[src/rtl/alu_seq_ctrl_pkg.sv]
// Shared types and opcode table for the ALU operand loader / result capture stage.
package alu_seq_pkg;

  typedef enum logic [2:0] {
    WAIT_A  = 3'd0,
    WAIT_B  = 3'd1,
    WAIT_OP = 3'd2,
    EXEC    = 3'd3,
    DONE    = 3'd4
  } state_t;

  localparam logic [4:0] OP_AND = 5'h0;
  localparam logic [4:0] OP_OR  = 5'h1;
  localparam logic [4:0] OP_ADD = 5'h2;
  localparam logic [4:0] OP_INC = 5'h3;
  localparam logic [4:0] OP_DEC = 5'h4;
  localparam logic [4:0] OP_NOT = 5'h5;
  localparam logic [4:0] OP_SUB = 5'h6;
  localparam logic [4:0] OP_XOR = 5'h7;
  localparam logic [4:0] OP_SHL = 5'h8;
  localparam logic [4:0] OP_SHR = 5'h9;
  localparam logic [4:0] OP_MAX = 5'h9;

  // Single-operand ops only accept flag values 0 and 1.
  function automatic logic op_valid(input logic [4:0] op, input logic [1:0] flag);
    logic v;
    if (op > OP_MAX) begin
      v = 1'b0;
    end else if (((op == OP_INC) || (op == OP_DEC) || (op == OP_NOT) ||
                  (op == OP_SHL) || (op == OP_SHR)) && (flag > 2'd1)) begin
      v = 1'b0;
    end else begin
      v = 1'b1;
    end
    return v;
  endfunction

endpackage

[src/rtl/alu_seq_ctrl_if.sv]
// User bus, ALU drive/return and status signals of the operand loader.
interface alu_seq_ctrl_if #(
  parameter int ANCHO = 4,
  parameter int CNT_W = 8
);
  logic [ANCHO-1:0] data_in;
  logic [4:0]       op_in;
  logic [1:0]       flag_in;
  logic             load;
  logic             abort;
  logic [ANCHO-1:0] alu_a;
  logic [ANCHO-1:0] alu_b;
  logic [4:0]       alu_control;
  logic [1:0]       alu_flag;
  logic [ANCHO-1:0] alu_result;
  logic [1:0]       alu_c;
  logic [1:0]       alu_z;
  logic [ANCHO-1:0] result_q;
  logic [1:0]       c_q;
  logic [1:0]       z_q;
  logic             result_valid;
  logic             err;
  logic             busy;
  logic [2:0]       stage;
  logic [CNT_W-1:0] op_count;

  modport master (
    output data_in, op_in, flag_in, load, abort, alu_result, alu_c, alu_z,
    input  alu_a, alu_b, alu_control, alu_flag, result_q, c_q, z_q,
           result_valid, err, busy, stage, op_count
  );

  modport slave (
    input  data_in, op_in, flag_in, load, abort, alu_result, alu_c, alu_z,
    output alu_a, alu_b, alu_control, alu_flag, result_q, c_q, z_q,
           result_valid, err, busy, stage, op_count
  );
endinterface

[src/rtl/alu_seq_ctrl.sv]
// Loads A, B, then opcode/flag from one shared bus, drives the ALU and
// captures its result one settle cycle later.
module alu_seq_ctrl
  import alu_seq_pkg::*;
#(
  parameter int ANCHO = 4,
  parameter int CNT_W = 8
) (
  input logic          clk,
  input logic          rst,
  alu_seq_ctrl_if.slave bus
);

  state_t           state_r, state_nx_s;
  logic [ANCHO-1:0] alu_a_r, alu_a_nx_s, alu_b_r, alu_b_nx_s;
  logic [4:0]       ctrl_r, ctrl_nx_s;
  logic [1:0]       flag_r, flag_nx_s;
  logic [ANCHO-1:0] res_r, res_nx_s;
  logic [1:0]       c_r, c_nx_s, z_r, z_nx_s;
  logic             rv_r, rv_nx_s, err_r, err_nx_s, busy_r, busy_nx_s;
  logic [2:0]       stage_r, stage_nx_s;
  logic [CNT_W-1:0] cnt_r, cnt_nx_s;

  function automatic logic [2:0] stage_of(input state_t s);
    logic [2:0] v;
    case (s)
      WAIT_A:  v = 3'b001;
      WAIT_B:  v = 3'b010;
      WAIT_OP: v = 3'b100;
      default: v = 3'b000;
    endcase
    return v;
  endfunction

  // Next-state and next register values; abort overrides any load.
  always_comb begin
    state_nx_s = state_r;
    alu_a_nx_s = alu_a_r;
    alu_b_nx_s = alu_b_r;
    ctrl_nx_s  = ctrl_r;
    flag_nx_s  = flag_r;
    res_nx_s   = res_r;
    c_nx_s     = c_r;
    z_nx_s     = z_r;
    rv_nx_s    = rv_r;
    err_nx_s   = err_r;
    cnt_nx_s   = cnt_r;
    if (bus.abort) begin
      state_nx_s = WAIT_A;
      rv_nx_s    = 1'b0;
      err_nx_s   = 1'b0;
    end else begin
      case (state_r)
        WAIT_A: begin
          if (bus.load) begin
            alu_a_nx_s = bus.data_in;
            state_nx_s = WAIT_B;
          end else begin
            state_nx_s = WAIT_A;
          end
        end
        WAIT_B: begin
          if (bus.load) begin
            alu_b_nx_s = bus.data_in;
            state_nx_s = WAIT_OP;
          end else begin
            state_nx_s = WAIT_B;
          end
        end
        WAIT_OP: begin
          if (bus.load) begin
            ctrl_nx_s = bus.op_in;
            flag_nx_s = bus.flag_in;
            if (op_valid(bus.op_in, bus.flag_in)) begin
              state_nx_s = EXEC;
              err_nx_s   = 1'b0;
            end else begin
              state_nx_s = DONE;
              err_nx_s   = 1'b1;
              res_nx_s   = {ANCHO{1'b0}};
              c_nx_s     = 2'b00;
              z_nx_s     = 2'b00;
              rv_nx_s    = 1'b1;
            end
          end else begin
            state_nx_s = WAIT_OP;
          end
        end
        EXEC: begin
          res_nx_s   = bus.alu_result;
          c_nx_s     = bus.alu_c;
          z_nx_s     = bus.alu_z;
          rv_nx_s    = 1'b1;
          cnt_nx_s   = cnt_r + CNT_W'(1);
          state_nx_s = DONE;
        end
        DONE: begin
          // Fast re-entry: the strobe that leaves DONE already carries operand A.
          if (bus.load) begin
            alu_a_nx_s = bus.data_in;
            rv_nx_s    = 1'b0;
            err_nx_s   = 1'b0;
            state_nx_s = WAIT_B;
          end else begin
            state_nx_s = DONE;
          end
        end
        default: begin
          state_nx_s = WAIT_A;
          rv_nx_s    = 1'b0;
          err_nx_s   = 1'b0;
        end
      endcase
    end
    busy_nx_s  = (state_nx_s == EXEC);
    stage_nx_s = stage_of(state_nx_s);
  end

  // State and output registers.
  always_ff @(posedge clk or posedge rst) begin
    if (rst) begin
      state_r <= WAIT_A;
      alu_a_r <= {ANCHO{1'b0}};
      alu_b_r <= {ANCHO{1'b0}};
      ctrl_r  <= 5'd0;
      flag_r  <= 2'd0;
      res_r   <= {ANCHO{1'b0}};
      c_r     <= 2'd0;
      z_r     <= 2'd0;
      rv_r    <= 1'b0;
      err_r   <= 1'b0;
      busy_r  <= 1'b0;
      stage_r <= 3'b001;
      cnt_r   <= {CNT_W{1'b0}};
    end else begin
      state_r <= state_nx_s;
      alu_a_r <= alu_a_nx_s;
      alu_b_r <= alu_b_nx_s;
      ctrl_r  <= ctrl_nx_s;
      flag_r  <= flag_nx_s;
      res_r   <= res_nx_s;
      c_r     <= c_nx_s;
      z_r     <= z_nx_s;
      rv_r    <= rv_nx_s;
      err_r   <= err_nx_s;
      busy_r  <= busy_nx_s;
      stage_r <= stage_nx_s;
      cnt_r   <= cnt_nx_s;
    end
  end

  assign bus.alu_a        = alu_a_r;
  assign bus.alu_b        = alu_b_r;
  assign bus.alu_control  = ctrl_r;
  assign bus.alu_flag     = flag_r;
  assign bus.result_q     = res_r;
  assign bus.c_q          = c_r;
  assign bus.z_q          = z_r;
  assign bus.result_valid = rv_r;
  assign bus.err          = err_r;
  assign bus.busy         = busy_r;
  assign bus.stage        = stage_r;
  assign bus.op_count     = cnt_r;

endmodule

[src/flat_wrapper.sv]
// flat-port wrapper written by rule: the top's interface ports become plain ports
module alu_seq_ctrl_flat import alu_seq_pkg::*;
#(
  parameter int ANCHO = 4,
  parameter int CNT_W = 8
)
  (clk, rst, bus_data_in, bus_op_in, bus_flag_in, bus_load, bus_abort, bus_alu_result, bus_alu_c, bus_alu_z, bus_alu_a, bus_alu_b, bus_alu_control, bus_alu_flag, bus_result_q, bus_c_q, bus_z_q, bus_result_valid, bus_err, bus_busy, bus_stage, bus_op_count);
  alu_seq_ctrl_if #(.ANCHO(ANCHO), .CNT_W(CNT_W)) bus_i ();
  input logic clk;
  input logic rst;
  input wire logic [$bits(bus_i.data_in)-1:0] bus_data_in;
  input wire logic [$bits(bus_i.op_in)-1:0] bus_op_in;
  input wire logic [$bits(bus_i.flag_in)-1:0] bus_flag_in;
  input wire logic [$bits(bus_i.load)-1:0] bus_load;
  input wire logic [$bits(bus_i.abort)-1:0] bus_abort;
  input wire logic [$bits(bus_i.alu_result)-1:0] bus_alu_result;
  input wire logic [$bits(bus_i.alu_c)-1:0] bus_alu_c;
  input wire logic [$bits(bus_i.alu_z)-1:0] bus_alu_z;
  output wire logic [$bits(bus_i.alu_a)-1:0] bus_alu_a;
  output wire logic [$bits(bus_i.alu_b)-1:0] bus_alu_b;
  output wire logic [$bits(bus_i.alu_control)-1:0] bus_alu_control;
  output wire logic [$bits(bus_i.alu_flag)-1:0] bus_alu_flag;
  output wire logic [$bits(bus_i.result_q)-1:0] bus_result_q;
  output wire logic [$bits(bus_i.c_q)-1:0] bus_c_q;
  output wire logic [$bits(bus_i.z_q)-1:0] bus_z_q;
  output wire logic [$bits(bus_i.result_valid)-1:0] bus_result_valid;
  output wire logic [$bits(bus_i.err)-1:0] bus_err;
  output wire logic [$bits(bus_i.busy)-1:0] bus_busy;
  output wire logic [$bits(bus_i.stage)-1:0] bus_stage;
  output wire logic [$bits(bus_i.op_count)-1:0] bus_op_count;
  assign bus_i.data_in = bus_data_in;
  assign bus_i.op_in = bus_op_in;
  assign bus_i.flag_in = bus_flag_in;
  assign bus_i.load = bus_load;
  assign bus_i.abort = bus_abort;
  assign bus_i.alu_result = bus_alu_result;
  assign bus_i.alu_c = bus_alu_c;
  assign bus_i.alu_z = bus_alu_z;
  assign bus_alu_a = bus_i.alu_a;
  assign bus_alu_b = bus_i.alu_b;
  assign bus_alu_control = bus_i.alu_control;
  assign bus_alu_flag = bus_i.alu_flag;
  assign bus_result_q = bus_i.result_q;
  assign bus_c_q = bus_i.c_q;
  assign bus_z_q = bus_i.z_q;
  assign bus_result_valid = bus_i.result_valid;
  assign bus_err = bus_i.err;
  assign bus_busy = bus_i.busy;
  assign bus_stage = bus_i.stage;
  assign bus_op_count = bus_i.op_count;
  alu_seq_ctrl #(.ANCHO(ANCHO), .CNT_W(CNT_W)) u_core (.clk(clk), .rst(rst), .bus(bus_i));
endmodule
[config.mk]
export PLATFORM = sky130hd
export DESIGN_NAME = alu_seq_ctrl_flat
export DESIGN_NICKNAME = d
export VERILOG_FILES = /design/src/rtl/alu_seq_ctrl_pkg.sv /design/src/rtl/alu_seq_ctrl_if.sv /design/src/rtl/alu_seq_ctrl.sv /design/src/flat_wrapper.sv
export SDC_FILE = /design/constraint.sdc
export NUM_CORES = 1
export LEC_CHECK = 0
export ABC_AREA = 1
export BUFFER_PORTS_ARGS = -buffer_cell sky130_fd_sc_hd__buf_4
export CAP_MARGIN = 40
export CELL_PAD_IN_SITES_DETAIL_PLACEMENT = 1
export CELL_PAD_IN_SITES_GLOBAL_PLACEMENT = 1
export CORE_ASPECT_RATIO = 0.75
export CORE_MARGIN = 2
export CORE_UTILIZATION = 39
export CTS_CLUSTER_DIAMETER = 30
export DETAILED_ROUTE_END_ITERATION = 6
export GPL_TIMING_DRIVEN = 0
export PLACE_DENSITY = 0.88
export SYNTH_ARGS = -nofsm -noshare
export SYNTH_HDL_FRONTEND = slang
export SYNTH_SLANG_ARGS = --single-unit
[constraint.sdc]
create_clock -name clk -period 2.63 [get_ports clk]
set_clock_uncertainty 0.1 [all_clocks]
set_input_delay 0.6575 -clock clk [delete_from_list [all_inputs] [get_ports clk]]
set_output_delay 0.6575 -clock clk [all_outputs]
set_load 0.005 [all_outputs]
==> results.cfg <==
[run_status]
status = completed

[global_route]
grt_pass1_vias = 1437
grt_antenna_before_repair = 0
grt_overflow_total = 0
grt_first_pass_wirelength_um = 6693
grt.total_usage = 0.1812
grt_max_degree = 41

[final_layout]
synthToLayoutAreaGrowth_pct = 36.32
drive_above_1_share = 0.3387
layout_common_cells = 59 x buf_4, 52 x nand2_1, 39 x dfrtp_1, 20 x inv_1, 19 x o21ai_0
fin_area_mm2 = 0.002344
insertedDiodeCount = 0
nets = 271
fillers = 491
final_common_cell = buf_4

[clock_network]
cts_tree = yes
clock_sinks = 40
clkTransAtPathRegs_ns = 0.08
ctsHtreeMaxLevel = 2
ctsHoldBuffers = 0
cts.repair.resized = 0
clk_latency_ns = 0.29
cts-root-buf = clkbuf_8
clk_path_buf_depth = 2
post-cts-setup-buffers = 0
cts-buffers-inserted = 5

[sta]
slew_violations = 0
fin_crit_sh = 0.6337
setup_violations = 0
period_needed_ns = 1.667
tns_ns = 0
fmax_ghz = 0.6001
grt_setup_unrepaired = no
worst_pin_slew_ns = 0.2952
hold_ws_ns = 0.2874
hold_viol = 0
relSlewSlack = 0.8024

[floorplanning]
dieArea_mm2 = 0.004961
initial_core_util = 0.4139
core_area_mm2 = 0.004154
row_count = 20
boundaryPins = 60
fp.dieW_um = 80.67
die_h_um = 61.50

[placement]
gp_congestion = 0.9222
placed_area_mm2 = 0.002251
dpl.hpwl_um = 3149
port_buffers = 59

[pwr]
vdd_drop_max_mv = 0.4201
p_leak_nw = 1.256
power_density_mw_per_mm2 = 632.6

[setup_path]
cp.buffers_inverters = 1
path_max_fanout = 1
critPathKind = reg -> out
slowest_delay_ns = 0.52
arrival_ns = 0.91
cpLargestDelayFamily = flip-flops
cpMaxStageDelayCell = dfstp_2
required_ns = 1.87
path_cells = buf_4
critPathLaunchType = register
endpoint_kind = primary output

[drt]
drt-total-wl_um = 4086
route.detailed.drc = 0
ant_nets = 0
vias_per_cell = 4.726
wl_per_cell_um = 13.49
drt_iter0_markers = 68
drtPass1Iterations = 4
vias = 1432

[yosys]
yosysSeqAreaShare = 0.5830
yosysWarnings = 0
synth.distinct_cells = 25
syn_area_mm2 = 0.001719
synth_seq_cells = 40
syn-num-nets = 204
syn_avg_cell_area_um2 = 9.551
synthCells = 180

[hold_path]
hold_class = in -> async

[flow_run]
maxCapViolCount = 0
[flip-flops by register name, indices dropped and copies added (netlist names)]
register and cells:
u_core.bus.alu_a 4, u_core.bus.z_q 2, u_core.bus.result_valid 1, u_core.bus.op_count 8, u_core.bus.alu_control 5, u_core.bus.stage 3
u_core.bus.result_q 4, u_core.bus.alu_flag 2, u_core.state_r 3, u_core.bus.busy 1, u_core.bus.err 1, u_core.bus.c_q 2
u_core.bus.alu_b 4
[Yosys cell counts]
cell type / count / area share
o22ai_1: 1 / 0.0036
clkinv_1: 1 / 0.0022
a21oi_2: 1 / 0.0051
nand2_2: 1 / 0.0036
nor2_1: 14 / 0.031
inv_1: 21 / 0.046
o21ai_0: 19 / 0.055
ha_1: 1 / 0.0073
a31oi_1: 1 / 0.0036
nand3_4: 1 / 0.010
mux2_2: 6 / 0.039
buf_6: 1 / 0.0065
nand4_1: 1 / 0.0036
nor2_4: 1 / 0.0065
a21oi_1: 3 / 0.0087
xor2_1: 5 / 0.025
and3_1: 1 / 0.0036
nand3_1: 3 / 0.0087
xnor2_1: 2 / 0.010
nor3b_2: 1 / 0.0073
dfrtp_1: 39 / 0.57
nand3_2: 2 / 0.012
o211ai_1: 1 / 0.0044
dfstp_2: 1 / 0.015
nand2_1: 52 / 0.11
[per-layer routing]
metal / global-route usage / wire length (um) / up-vias
met5: 0 / 0 / -
met4: 0.05811 / 38 / 0
met3: 0.05718 / 291 / 5
met2: 0.3060 / 1858 / 46
met1: 0.2268 / 1897 / 679
li1: - / - / 702
[final cells by class]
type | instances | area, um^2 | area share
Buffer | 1 | 11.26 | 0.004805
Timing Repair Buffer | 60 | 462.9 | 0.1975
Clock buffer | 6 | 82.58 | 0.03524
Sequential cell | 40 | 1002 | 0.4277
Multi-Input combinational cell | 117 | 623.1 | 0.2659
Inverter | 22 | 82.58 | 0.03524
Tap cell | 55 | 68.82 | 0.02936
Clock inverter | 2 | 10.01 | 0.004271
[where the power goes]
part | switching [mW] | internal, mW | leakage (nW)
Combinational | 0.128 | 0.177 | 0.680
Sequential | 0.0611 | 0.700 | 0.525
Clock | 0.207 | 0.209 | 0.0510
[path summary, 6_finish.rpt]
kind                       depth (start not counted)  slack (ns)                                  to                               start
setup reg to reg                                   8        1.01       u_core.bus.stage[0]$_DFF_PP1_         u_core.state_r[2]$_DFF_PP0_
hold reg to reg                                    1        0.37  u_core.bus.op_count[7]$_DFFE_PP0P_  u_core.bus.op_count[7]$_DFFE_PP0P_
hold / removal                                     3        0.29     u_core.bus.alu_a[1]$_DFFE_PP0P_                                 rst
max in group asynchronous                          3        1.89       u_core.bus.stage[0]$_DFF_PP1_                                 rst
min in group clk                                   1        0.37  u_core.bus.op_count[7]$_DFFE_PP0P_  u_core.bus.op_count[7]$_DFFE_PP0P_
setup / recovery                                   1        0.96                        bus_stage[0]       u_core.bus.stage[0]$_DFF_PP1_
[per-stage QoR]
step                      power, mW  utilization  setup WS [ns]  instances
after global placement        1.059       0.5370         0.4120        294
after floorplan              0.8818            -         0.9565        180
after CTS                     1.500       0.5642         0.9524        303
after global routing          1.574       0.5642         0.8264        303
after detailed placement      1.084       0.5419         0.7073        295
final                         1.483       0.5642         0.9635        303
[cell families (layout without fill, tap and decap cells)]
group / Yosys count / count (layout) / synth area share
compound gates: 26 / 26 / 0.08079
xor+xnor: 7 / 7 / 0.03566
fa+ha+maj: 1 / 1 / 0.007277
buf+inv: 23 / 91 / 0.05459
flops: 40 / 40 / 0.5830
mux: 6 / 6 / 0.03930
simple gates: 77 / 77 / 0.1994
Note: power is estimated with default switching activity, not from simulation.
